==> src/rtl/fir_filter_dual_tdm.sv <==
// Dual-channel symmetric FIR with one shared pre-adder and multiplier,
// time-multiplexed over IR then RED for every accepted sample pair.
module fir_filter_dual_tdm #(
  parameter int DATA_W = 8,
  parameter int TAPS   = 22,
  parameter int COEF_W = 9,
  parameter int OUT_W  = 20,
  localparam int HALF  = TAPS / 2,
  localparam int AW    = $clog2(HALF)
) (
  input  logic                     CLK_Filter,
  input  logic                     rst_n,
  input  logic                     in_valid,
  output logic                     in_ready,
  input  logic [DATA_W-1:0]        IR_ADC_Value,
  input  logic [DATA_W-1:0]        RED_ADC_Value,
  input  logic                     coef_we,
  input  logic [AW-1:0]            coef_addr,
  input  logic signed [COEF_W-1:0] coef_data,
  input  logic                     flush,
  output logic [OUT_W-1:0]         Out_IR_Filtered,
  output logic [OUT_W-1:0]         Out_RED_Filtered,
  output logic                     out_valid,
  output logic                     sat_ir,
  output logic                     sat_red
);

  localparam int ACC_W = DATA_W + 1 + COEF_W + AW;
  localparam int DW    = $clog2(TAPS);
  localparam int CW    = (ACC_W > OUT_W ? ACC_W : OUT_W) + 1;

  typedef enum logic [1:0] {
    IDLE,
    MAC_IR,
    MAC_RED,
    DONE
  } state_t;

  state_t state;
  state_t state_nxt;

  logic [AW-1:0]            idx;
  logic [DATA_W-1:0]        ir_dl  [TAPS];
  logic [DATA_W-1:0]        red_dl [TAPS];
  logic signed [COEF_W-1:0] coef   [HALF];
  logic signed [ACC_W-1:0]  acc;
  logic signed [ACC_W-1:0]  ir_hold;

  logic                     take;
  logic                     wr;
  logic                     last;
  logic [DW-1:0]            lo;
  logic [DW-1:0]            hi;
  logic [DATA_W-1:0]        x_lo;
  logic [DATA_W-1:0]        x_hi;
  logic [DATA_W:0]          pre;
  logic signed [ACC_W-1:0]  pre_x;
  logic signed [ACC_W-1:0]  coef_x;
  logic signed [ACC_W-1:0]  prod;

  assign in_ready = (state == IDLE);
  assign take     = in_ready & in_valid & ~flush;
  assign wr       = in_ready & coef_we & (int'(coef_addr) < HALF);
  assign last     = (idx == AW'(HALF - 1));

  // Symmetric pair: tap idx and its mirror share one coefficient
  assign lo     = DW'(idx);
  assign hi     = DW'(TAPS - 1) - lo;
  assign x_lo   = (state == MAC_RED) ? red_dl[lo] : ir_dl[lo];
  assign x_hi   = (state == MAC_RED) ? red_dl[hi] : ir_dl[hi];
  assign pre    = {1'b0, x_lo} + {1'b0, x_hi};
  assign pre_x  = $signed({{(ACC_W-DATA_W-1){1'b0}}, pre});
  assign coef_x = {{(ACC_W-COEF_W){coef[idx][COEF_W-1]}}, coef[idx]};
  assign prod   = pre_x * coef_x;

  function automatic logic [OUT_W:0] clamp(
    input logic signed [ACC_W-1:0] a
  );
    logic [CW-1:0] ext;
    logic [CW-1:0] lim;
    ext = {{(CW-ACC_W){a[ACC_W-1]}}, a};
    lim = {{(CW-OUT_W){1'b0}}, {OUT_W{1'b1}}};
    if (a[ACC_W-1])
      return {1'b1, {OUT_W{1'b0}}};
    else if (ext > lim)
      return {1'b1, {OUT_W{1'b1}}};
    else
      return {1'b0, ext[OUT_W-1:0]};
  endfunction

  always_ff @(posedge CLK_Filter or negedge rst_n) begin
    if (!rst_n)
      state <= IDLE;
    else
      state <= state_nxt;
  end

  always_comb begin
    state_nxt = state;
    unique case (state)
      IDLE:    if (take) state_nxt = MAC_IR;
      MAC_IR:  if (last) state_nxt = MAC_RED;
      MAC_RED: if (last) state_nxt = DONE;
      DONE:    state_nxt = IDLE;
      default: state_nxt = IDLE;
    endcase
  end

  // Flush has priority over a transfer in the same cycle
  always_ff @(posedge CLK_Filter or negedge rst_n) begin
    if (!rst_n) begin
      for (int i = 0; i < TAPS; i++) begin
        ir_dl[i]  <= '0;
        red_dl[i] <= '0;
      end
      for (int i = 0; i < HALF; i++)
        coef[i] <= '0;
    end else begin
      if (wr)
        coef[coef_addr] <= coef_data;
      if (in_ready && flush) begin
        for (int i = 0; i < TAPS; i++) begin
          ir_dl[i]  <= '0;
          red_dl[i] <= '0;
        end
      end else if (take) begin
        ir_dl[0]  <= IR_ADC_Value;
        red_dl[0] <= RED_ADC_Value;
        for (int i = 1; i < TAPS; i++) begin
          ir_dl[i]  <= ir_dl[i-1];
          red_dl[i] <= red_dl[i-1];
        end
      end
    end
  end

  always_ff @(posedge CLK_Filter or negedge rst_n) begin
    if (!rst_n) begin
      idx              <= '0;
      acc              <= '0;
      ir_hold          <= '0;
      Out_IR_Filtered  <= '0;
      Out_RED_Filtered <= '0;
      sat_ir           <= 1'b0;
      sat_red          <= 1'b0;
      out_valid        <= 1'b0;
    end else begin
      out_valid <= 1'b0;
      unique case (state)
        IDLE: begin
          if (take) begin
            idx <= '0;
            acc <= '0;
          end
        end
        MAC_IR: begin
          idx <= last ? '0 : idx + 1'b1;
          if (last) begin
            ir_hold <= acc + prod;
            acc     <= '0;
          end else begin
            acc <= acc + prod;
          end
        end
        MAC_RED: begin
          idx <= last ? '0 : idx + 1'b1;
          acc <= acc + prod;
        end
        DONE: begin
          {sat_ir, Out_IR_Filtered}   <= clamp(ir_hold);
          {sat_red, Out_RED_Filtered} <= clamp(acc);
          out_valid                   <= 1'b1;
        end
        default: ;
      endcase
    end
  end

endmodule

==> config.mk <==
export PLATFORM = sky130hd
export DESIGN_NAME = fir_filter_dual_tdm
export DESIGN_NICKNAME = d
export VERILOG_FILES = /design/src/rtl/fir_filter_dual_tdm.sv
export SDC_FILE = /design/constraint.sdc
export NUM_CORES = 1
export LEC_CHECK = 0
export ABC_AREA = 1
export BUFFER_PORTS_ARGS = -buffer_cell sky130_fd_sc_hd__buf_2
export CORE_MARGIN = 2
export CORE_UTILIZATION = 45
export DETAILED_ROUTE_END_ITERATION = 12
export HOLD_SLACK_MARGIN = 0.05
export MAX_ROUTING_LAYER = met4
export PLACE_DENSITY_LB_ADDON = 0.2
export REMOVE_ABC_BUFFERS = 1
export SYNTH_ARGS = -nofsm -noshare
export SYNTH_HDL_FRONTEND = slang
export SYNTH_SLANG_ARGS = --single-unit
export TNS_END_PERCENT = 5
==> constraint.sdc <==
create_clock -name CLK_Filter -period 10 [get_ports CLK_Filter]
set_clock_uncertainty 0.1 [all_clocks]
set_input_delay 1 -clock CLK_Filter [delete_from_list [all_inputs] [get_ports CLK_Filter]]
set_output_delay 1 -clock CLK_Filter [all_outputs]
set_load 0.01 [all_outputs]
==> metrics.yaml <==
wl_mm: 83.9
drv_slew: 0
slew_headroom_pct: 11.2
viasPerCell: 5.55
worstPathMaxFanout: 45
post-cts-setup-buffers: 0
grt.total_usage_pct: 24.5
nets: 3909
cts_tree: "done"
clk_path_buf_depth: 3
multi_input_area_um2: 13800
cpMaxStageDelayCell: "dfrtp_4"
synth_edf_count: 0
die_area_um2: 70500
dp_hpwl_mm: 53.4
ant_nets: 0
num_rows: 95
gp_congestion: 0.939
seq_area_um2: 13600
num_antenna_cells: 0
syn_to_final_growth_pct: 8.87
rsz0062_at_grt: "no"
dr.first_iter.drc_count: 2691
post_drt_wl_per_cell_um: 18.0
n_fill_cell: 6489
clk_latency_ns: 0.63
die_height_um: 265
synth_cells: 3799
synth-seq-cells: 544
cts_hold_buffers: 0
grt_pass1_vias: 24000
start_util_pct: 45.6
syn_avg_cell_area_um2: 8.10
worst_slew_pin_slew_ns: 1.33
grt_max_degree: 236
startpoint_type: "flip-flop"
io_pins: 78
cp.buffers_inverters: 8
cts-buffers-inserted: 60
syn_area_um2: 30800
maxCapViolations: 0
clkTransAtPathRegs_ns: 0.06
io_buffers: 77
path_delay_family: "adder cells"
hold_path_class: "in -> async"
cts_root_buf: "clkbuf_16"
worst-endpoint-required_ns: 10.41
design_area_um2: 33500
core_um2: 67400
post-route-min-period_ns: 8.69
r2r_cells: 38
num_vias: 25800
htree_levels: 2
ys_types: 48
cts_resized: 0
synth_seq_area_share_pct: 44.3
first_pass_iters: 5
finalCritPeriodShare_pct: 86.9
fmax_mhz: 115
synth-async-reset-ratio_pct: 100
hold_viol: 0
synth_top_flop_cell: "dfrtp_1"
grt_pass1_wl_mm: 136
dpl-instance-area_um2: 31400
setup_viol: 0
synth_warnings: 0
slowest_delay_ns: 0.58
outcome: "finished, final reports clean"
worstPathArrival_ns: 9.09
worst-path-stages: 38
die_width_um: 265
drive_gt1_share_pct: 7.28
gr-total-overflow: 0
crit_path_frequent_cell: "nand2_1"
drc: 0
cp-end-kind: "flip-flop"
antenna_found_initial: 0
critical_path_class: "reg -> reg"
cts_sinks: 544
-- synth_stat cells, types with 7 or more instances --
master	count	area share (%)
ha_1	83	3.4
xor2_1	7	0.20
a31oi_1	12	0.24
a21oi_1	187	3.0
o21ai_0	363	5.9
inv_1	520	6.3
o221ai_1	24	0.68
or2_2	7	0.14
nor2_1	145	1.8
o211ai_1	96	2.3
nand4_1	32	0.65
dfrtp_1	544	44
nand3_2	13	0.42
nand3_1	164	2.7
buf_6	17	0.62
clkbuf_1	91	1.1
nand3b_1	9	0.22
fa_1	66	4.3
buf_2	119	1.9
buf_4	19	0.46
nand2_1	850	10
o22ai_1	324	6.6
nor3_1	8	0.13
inv_2	16	0.20
o21ai_1	30	0.49
-- layout make-up --
type | instances | share of cell area, %
clock buffers | 89 | 5.32
clock inverters | 22 | 0.979
inverters | 542 | 6.15
multi-input cells | 2463 | 41.3
flip-flops and latches | 544 | 40.7
well taps | 873 | 3.26
repair buffers | 115 | 2.29
-- through the flow --
| stage | setup TNS [ns] | instances | util, % | hold slack, ns | worst slack [ns] |
|---|---|---|---|---|---|
| after floorplan | -262.76 | 3549 | - | 0.344 | -6.66 |
| after global placement | 0 | 4537 | 46.5 | 0.358 | 1.53 |
| after detailed placement | 0 | 4537 | 46.5 | 0.361 | 1.39 |
| after CTS | 0 | 4648 | 49.7 | 0.336 | 1.37 |
| after global routing | 0 | 4648 | 49.7 | 0.368 | 0.770 |
| final | 0 | 4648 | 49.7 | 0.308 | 1.31 |
-- cells by family (layout without fill, tap and decap cells) --
kind of cell | count (synthesis) | in the layout | synth area share [%]
AOI/OAI and AO/OA | 1058 | 1058 | 19.9
xor gates and xnor gates | 12 | 12 | 0.366
adders and majority gates | 149 | 149 | 7.67
buffers and inverters | 792 | 768 | 10.8
DFF | 544 | 544 | 44.3
and+or+nand+nor | 1244 | 1244 | 16.9
-- state kept, by name, summed over array words and instances, names as in the netlist --
register / flops
ir_hold: 22
sat_ir: 1
acc: 22
coef: 99
Out_IR_Filtered: 20
out_valid: 1
state: 2
red_dl: 176
sat_red: 1
idx: 4
Out_RED_Filtered: 20
ir_dl: 176
-- worst paths after layout --
check | startpoint | slack (ns) | to
min | rst_n | 0.31 | ir_dl[31]
min reg2reg | ir_hold[6] | 0.37 | ir_hold[6]
max in group asynchronous | rst_n | 7.63 | acc[15]
max reg2reg | idx[1] | 1.31 | ir_hold[11]
max | idx[1] | 1.31 | ir_hold[11]
min in group CLK_Filter | ir_hold[6] | 0.37 | ir_hold[6]
-- placed cells by master, fill, tap and decap left out, types with 4 or more instances in the layout --
cell | netlist | routed
inv_2 | 16 | 15
o211ai_1 | 96 | 96
a21boi_0 | 4 | 4
nor3_1 | 8 | 8
o21ai_1 | 30 | 30
buf_2 | 119 | 76
nand4_1 | 32 | 32
o21ai_0 | 363 | 363
fa_1 | 66 | 66
o22ai_1 | 324 | 324
clkbuf_8 | 0 | 15
o221ai_1 | 24 | 24
nor2_4 | 3 | 4
buf_12 | 0 | 7
a21oi_1 | 187 | 187
clkbuf_16 | 0 | 61
ha_1 | 83 | 82
a31oi_1 | 12 | 12
nand3_1 | 164 | 164
o21bai_1 | 4 | 4
buf_4 | 19 | 31
or2_2 | 7 | 7
nand3_2 | 13 | 13
nand3b_1 | 9 | 9
nand2_1 | 850 | 849
xnor2_1 | 4 | 4
nor2_1 | 145 | 143
bufinv_16 | 0 | 8
clkinv_2 | 1 | 13
xor2_1 | 7 | 7
inv_1 | 520 | 520
clkbuf_1 | 91 | 13
dfrtp_1 | 544 | 542
nand2_4 | 3 | 4
-- metal layers --
layer  track usage (%)  share of wire [%]  up-vias
met2              34.9                 43      753
met5                 -                  0        -
met3              3.21                5.9      109
li1                  -                  -    12600
met1              37.2                 49    12400
met4              5.01                1.7        0
Power is left out: the tool's default activity adds up to more than one toggle a clock period on the data nets, which glitch-free logic cannot reach.
